<file path="config.mk">
export PLATFORM = sky130hd
export DESIGN_NAME = ula_multiciclo
export DESIGN_NICKNAME = d
export VERILOG_FILES = /design/src/rtl/ula_multiciclo.sv
export SDC_FILE = /design/constraint.sdc
export NUM_CORES = 1
export LEC_CHECK = 0
export CAP_MARGIN = 20
export CELL_PAD_IN_SITES_DETAIL_PLACEMENT = 1
export CELL_PAD_IN_SITES_GLOBAL_PLACEMENT = 2
export CORE_MARGIN = 2
export CORE_UTILIZATION = 30
export DETAILED_ROUTE_END_ITERATION = 10
export HOLD_SLACK_MARGIN = 0.12
export PLACE_DENSITY = 0.81
export SETUP_SLACK_MARGIN = 0.2
export SYNTH_ARGS = -nofsm -noshare
export SYNTH_HDL_FRONTEND = slang
export SYNTH_SLANG_ARGS = --single-unit
</file>
<file path="constraint.sdc">
create_clock -name clk -period 3.1 [get_ports clk]
set_input_delay 0.62 -clock clk [delete_from_list [all_inputs] [get_ports clk]]
set_output_delay 0.62 -clock clk [all_outputs]
set_load 0.01 [all_outputs]
</file>
<file path="src/rtl/ula_multiciclo.sv">
// Multi-cycle ALU for the nRISC datapath: single-cycle logic/arith ops plus iterative MUL/DIV.
// Optional Carry/Overflow outputs when ULA_FLAGS_EN is defined.
module ula_multiciclo #(
  parameter int unsigned LARGURA   = 8,
  parameter int unsigned LARG_CONT = 4
) (
  input  logic               clk,
  input  logic               rst,
  input  logic               Inicio,
  input  logic [LARGURA-1:0] Fonte1,
  input  logic [LARGURA-1:0] Fonte2,
  input  logic [2:0]         ULAOp,
  output logic               Ocupado,
  output logic               Pronto,
  output logic [LARGURA-1:0] Resultado,
  output logic [LARGURA-1:0] ResultadoAlto,
  output logic               Zero,
`ifdef ULA_FLAGS_EN
  output logic               Carry,
  output logic               Overflow,
`endif
  output logic               ErroDiv
);

  typedef enum logic [1:0] {OCIOSO, CALCULA, FIM} estado_t;
  typedef enum logic [2:0] {
    OP_ADD = 3'b000, OP_SUB = 3'b001, OP_SLT = 3'b010, OP_AND = 3'b011,
    OP_OR  = 3'b100, OP_SLL = 3'b101, OP_MUL = 3'b110, OP_DIV = 3'b111
  } op_t;

  localparam logic [LARG_CONT-1:0] CONT_INI = LARG_CONT'(LARGURA);
  localparam logic [LARG_CONT-1:0] CONT_UM  = LARG_CONT'(1);

  estado_t              estado_q;
  op_t                  op_q;
  logic [LARGURA-1:0]   b_q;
  logic [LARGURA:0]     hi_q, hi_d;
  logic [LARGURA-1:0]   lo_q, lo_d;
  logic [LARG_CONT-1:0] cont_q;
  logic [LARGURA-1:0]   resultado_q, alto_q;
  logic                 zero_q, erro_q;

  op_t                  op_in;
  logic [LARGURA-1:0]   res_simples;
  logic [LARGURA:0]     dif;
  int unsigned          desl;

  // Single-cycle datapath, evaluated on the live inputs at the accept edge
  always_comb begin
    op_in       = op_t'(ULAOp);
    dif         = {1'b0, Fonte1} - {1'b0, Fonte2};
    desl        = 32'(Fonte2[LARG_CONT-1:0]);
    res_simples = '0;
    case (op_in)
      OP_ADD:  res_simples = Fonte1 + Fonte2;
      OP_SUB:  res_simples = dif[LARGURA-1:0];
      OP_SLT:  res_simples = LARGURA'(dif[LARGURA]);
      OP_AND:  res_simples = Fonte1 & Fonte2;
      OP_OR:   res_simples = Fonte1 | Fonte2;
      OP_SLL:  res_simples = (desl >= LARGURA) ? '0 : (Fonte1 << desl);
      default: res_simples = '0;
    endcase
  end

  logic [LARGURA:0] hi_soma, desl_rem, tentativa;

  // One iteration: shift-add multiply on {hi,lo} shifting right, restoring divide shifting left
  always_comb begin
    hi_soma   = lo_q[0] ? (hi_q + {1'b0, b_q}) : hi_q;
    desl_rem  = {hi_q[LARGURA-1:0], lo_q[LARGURA-1]};
    tentativa = desl_rem - {1'b0, b_q};
    hi_d      = '0;
    lo_d      = '0;
    if (op_q == OP_MUL) begin
      hi_d = {1'b0, hi_soma[LARGURA:1]};
      lo_d = {hi_soma[0], lo_q[LARGURA-1:1]};
    end else if (!tentativa[LARGURA]) begin
      hi_d = tentativa;
      lo_d = {lo_q[LARGURA-2:0], 1'b1};
    end else begin
      hi_d = desl_rem;
      lo_d = {lo_q[LARGURA-2:0], 1'b0};
    end
  end

`ifdef ULA_FLAGS_EN
  logic [LARGURA:0] soma_c;
  logic             carry_s, ovf_s, carry_q, ovf_q;

  always_comb begin
    soma_c  = {1'b0, Fonte1} + {1'b0, Fonte2};
    carry_s = 1'b0;
    ovf_s   = 1'b0;
    if (op_in == OP_ADD) begin
      carry_s = soma_c[LARGURA];
      ovf_s   = (Fonte1[LARGURA-1] == Fonte2[LARGURA-1]) &&
                (soma_c[LARGURA-1] != Fonte1[LARGURA-1]);
    end else if (op_in == OP_SUB) begin
      carry_s = dif[LARGURA];
      ovf_s   = (Fonte1[LARGURA-1] != Fonte2[LARGURA-1]) &&
                (dif[LARGURA-1] != Fonte1[LARGURA-1]);
    end
  end

  always_ff @(posedge clk) begin
    if (rst) begin
      carry_q <= 1'b0;
      ovf_q   <= 1'b0;
    end else if (estado_q == OCIOSO && Inicio) begin
      carry_q <= carry_s;
      ovf_q   <= ovf_s;
    end else if (estado_q == CALCULA && cont_q == CONT_UM) begin
      carry_q <= 1'b0;
      ovf_q   <= 1'b0;
    end
  end

  assign Carry    = carry_q;
  assign Overflow = ovf_q;
`endif

  always_ff @(posedge clk) begin
    if (rst) begin
      estado_q    <= OCIOSO;
      op_q        <= OP_ADD;
      b_q         <= '0;
      hi_q        <= '0;
      lo_q        <= '0;
      cont_q      <= '0;
      resultado_q <= '0;
      alto_q      <= '0;
      zero_q      <= 1'b1;
      erro_q      <= 1'b0;
    end else begin
      case (estado_q)
        OCIOSO: begin
          if (Inicio) begin
            op_q <= op_in;
            b_q  <= Fonte2;
            if (op_in == OP_DIV && Fonte2 == '0) begin
              resultado_q <= '1;
              alto_q      <= Fonte1;
              zero_q      <= 1'b0;
              erro_q      <= 1'b1;
              estado_q    <= FIM;
            end else if (op_in == OP_MUL || op_in == OP_DIV) begin
              hi_q     <= '0;
              lo_q     <= Fonte1;
              cont_q   <= CONT_INI;
              estado_q <= CALCULA;
            end else begin
              resultado_q <= res_simples;
              alto_q      <= '0;
              zero_q      <= (res_simples == '0);
              erro_q      <= 1'b0;
              estado_q    <= FIM;
            end
          end
        end
        CALCULA: begin
          hi_q   <= hi_d;
          lo_q   <= lo_d;
          cont_q <= cont_q - CONT_UM;
          if (cont_q == CONT_UM) begin
            resultado_q <= lo_d;
            alto_q      <= hi_d[LARGURA-1:0];
            zero_q      <= (lo_d == '0);
            erro_q      <= 1'b0;
            estado_q    <= FIM;
          end
        end
        FIM:     estado_q <= OCIOSO;
        default: estado_q <= OCIOSO;
      endcase
    end
  end

  assign Ocupado       = (estado_q != OCIOSO);
  assign Pronto        = (estado_q == FIM);
  assign Resultado     = resultado_q;
  assign ResultadoAlto = alto_q;
  assign Zero          = zero_q;
  assign ErroDiv       = erro_q;

endmodule

</file>
==> flow_metrics.env <==
export IMPL_synth_top_area_share=0.2282
export IMPL_vias=4883
export IMPL_yosys_top_cells_area="dfxtp_1 23%, ha_1 13%, nand2_1 6.0%"
export IMPL_crit_required_ns=3.24
export IMPL_fin_crit_ns=3.074
export IMPL_clock_sinks=52
export IMPL_ioPinCount=42
export IMPL_regArea_um2=1044
export IMPL_finalCritPeriodShare=0.9917
export IMPL_multiInputGateArea_um2=3523
export IMPL_cpMaxStageDelayCell="fa_2"
export IMPL_synth_edf_count=0
export IMPL_grt_pass1_vias=5114
export IMPL_critPathCaptureType="register"
export IMPL_grtUsageTotal=0.2112
export IMPL_ys_types=70
export IMPL_io_buffers=41
export IMPL_detail_route_antenna_nets=0
export IMPL_hpwl_mm=12.81
export IMPL_grt_max_degree=51
export IMPL_finalHoldViolCount=0
export IMPL_clockBufferDepth=2
export IMPL_via_per_inst=5.536
export IMPL_wl_per_cell_um=19.51
export IMPL_numPlacedInstances=864
export IMPL_finalWorstSetupSlack_ns=0.02578
export IMPL_yosys_area_top_type="dfxtp_1"
export IMPL_nFillCells=1776
export IMPL_status="finished, final reports clean"
export IMPL_synth_common_cells="73 x nand2_1, 60 x nor2_1, 52 x dfxtp_1"
export IMPL_rows=45
export IMPL_core_um2=15030
export IMPL_die_w_um=127.3
export IMPL_first_pass_iters=5
export IMPL_ir_drop_mv=0.2220
export IMPL_hold_buffers=0
export IMPL_n_antenna_cell=0
export IMPL_num_nets_final=766
export IMPL_dp_slack_ns=-0.3606
export IMPL_numCtsBuffers=5
export IMPL_path_cells="inv_2 -> ha_4 -> inv_2 -> fa_2 -> a21oi_4 -> o21ai_2 -> o21a_1 -> o21a_1 -> o21ai_2 -> nand2b_1 -> ha_4 -> buf_6 -> mux2_4 -> o211ai_1 -> a311oi_1"
export IMPL_final_cells=882
export IMPL_syn_area_um2=4562
export IMPL_min_path_type="reg -> reg"
export IMPL_crit_arrival_ns=3.21
export IMPL_critical_path_max_stage_delay_ns=0.37
export IMPL_rsz0062_at_grt="true"
export IMPL_path_max_fanout=6
export IMPL_max_cap_viol_count=0
export IMPL_crit_path_start_kind="register"
export IMPL_slew_headroom=0.3473
export IMPL_p_leak_nw=2.562
export IMPL_tns_ns=0
export IMPL_yosys_warnings=0
export IMPL_drt_initial_drc_count=236
export IMPL_drive_gt1_frac=0.2334
export IMPL_crit_buf_inv=3
export IMPL_gr_total_overflow=0
export IMPL_place_gp_congestion=0.8576
export IMPL_antenna_found_initial=0
export IMPL_synth_most_common_cell="nand2_1"
export IMPL_ys_seq_area_frac=0.2282
export IMPL_die_h_um=127.3
export IMPL_start_util=0.3035
export IMPL_clkTransAtPathRegs_ns=0.07
export IMPL_clock_latency_ns=0.30
export IMPL_synth_cells=587
export IMPL_worstSetupPathType="reg -> reg"
export IMPL_power_density_nw_per_um2=373.3
export IMPL_fmax_mhz=325.3
export IMPL_ys_ff_latch=52
export IMPL_area_growth_pct=36.29
export IMPL_routed_wl_mm=17.21
export IMPL_syn_num_nets=660
export IMPL_postLayoutCoreUtil=0.4136
export IMPL_avgSynthCellArea_um2=7.772
export IMPL_drv_slew=0
export IMPL_fp_dieArea_um2=16210
export IMPL_synth_ff_type="dfxtp_1"
export IMPL_final_setup_viol_count=0
export IMPL_crit_family="compound AO/OA/AOI/OAI gates"
export IMPL_htreeDepth=2
export IMPL_async_flop_share=0
export IMPL_grt_pass1_wl_mm=27.54
export IMPL_skew_ns=0.005229
export IMPL_drc=0
export IMPL_tritoncts="done"
export IMPL_tightest_slew_ns=0.9791
export IMPL_cts_root_buffer="clkbuf_16"
-- registers in the layout, summed over array words and instances (netlist names) --
register and flops:
ErroDiv 1, Resultado 8, ResultadoAlto 8, Zero 1, b_q 8, cont_q 4
estado_q 2, hi_q 9, lo_q 8, op_q 3
-- layout make-up --
type	count	share of cell area
inverter	36	0.02173
clock buffer	7	0.02294
clock inverter	1	0.001207
timing repair buffer	130	0.1817
multi-input combinational	468	0.5667
sequential	52	0.1678
tap	188	0.03783
-- worst register-to-register path, cell delays in order, from the launching register on --
cell      delay, ns
dfxtp_2        0.33
inv_2          0.07
ha_4           0.14
inv_2          0.04
fa_2           0.37
a21oi_4        0.15
o21ai_2        0.07
o21a_1         0.18
o21a_1         0.18
o21ai_2        0.12
nand2b_1       0.10
ha_4           0.33
buf_6          0.13
mux2_4         0.30
o211ai_1       0.26
a311oi_1       0.14
-- routing by layer --
metal | share of wire | vias up | track usage
li1 | - | 2322 | -
met1 | 0.45 | 2431 | 0.2777
met2 | 0.50 | 105 | 0.3768
met3 | 0.031 | 25 | 0.01884
met4 | 0.018 | 0 | 0.04525
met5 | 0 | - | 0
-- worst paths after layout --
kind                              from                       endpoint  slack [ns]  cells after the start
setup / recovery  lo_q[7]$_SDFFE_PP0P_  ResultadoAlto[3]$_SDFFE_PP0P_        0.03                     15
hold / removal    ErroDiv$_SDFFE_PP0P_           ErroDiv$_SDFFE_PP0P_        0.46                      2
setup reg to reg  lo_q[7]$_SDFFE_PP0P_  ResultadoAlto[3]$_SDFFE_PP0P_        0.03                     15
hold reg to reg   ErroDiv$_SDFFE_PP0P_           ErroDiv$_SDFFE_PP0P_        0.46                      2
-- cells in the final DEF, fill, tap and decap left out, drive strengths merged, types with 6 or more instances in the layout --
cell | synthesis | final
inv | 36 | 36
nor2 | 61 | 61
mux2i | 19 | 19
clkdlybuf4s50 | 0 | 36
nor3 | 15 | 15
xnor2 | 12 | 12
nand3 | 6 | 6
nand2b | 12 | 12
buf | 13 | 90
nor2b | 8 | 8
o211ai | 6 | 6
nand2 | 73 | 73
dfxtp | 52 | 52
o21ai | 21 | 21
ha | 47 | 47
clkbuf | 18 | 7
o21a | 8 | 8
a21o | 7 | 7
a211oi | 30 | 30
a21oi | 51 | 51
-- metrics by stage --
stage | hold slack (ns) | instance area, um^2 | total power [mW]
after floorplan | 0.4398 | 4591 | 1.245
after global placement | 0.4407 | 5722 | 1.575
after detailed placement | 0.4499 | 5722 | 1.603
after CTS | 0.4595 | 6056 | 2.269
after global routing | 0.4890 | 6217 | 2.432
final | 0.4606 | 6217 | 2.321
-- cells by family after synthesis --
kind of cell / after synthesis / share of synthesized area
compound gates: 163 / 0.2394
xor+xnor: 14 / 0.02688
flops: 52 / 0.2282
buf+inv: 67 / 0.06089
mux: 27 / 0.07295
simple gates: 213 / 0.2252
fa+ha+maj: 51 / 0.1465
-- where the power goes --
group	switching (mW)	internal, mW	leakage (nW)
combinational	0.503	0.466	2.07
sequential	0.0472	0.716	0.426
clock	0.266	0.323	0.0701
total	0.816	1.50	2.56
-- what timing repair did --
| item | CTS | global route |
|---|---|---|
| setup endpoints to repair | 24 | 29 |
| resized for setup | 41 | 27 |
| pin swaps | 21 | 20 |
| buffers inserted | 7 | 3 |
(Power assumes the default switching activity.)
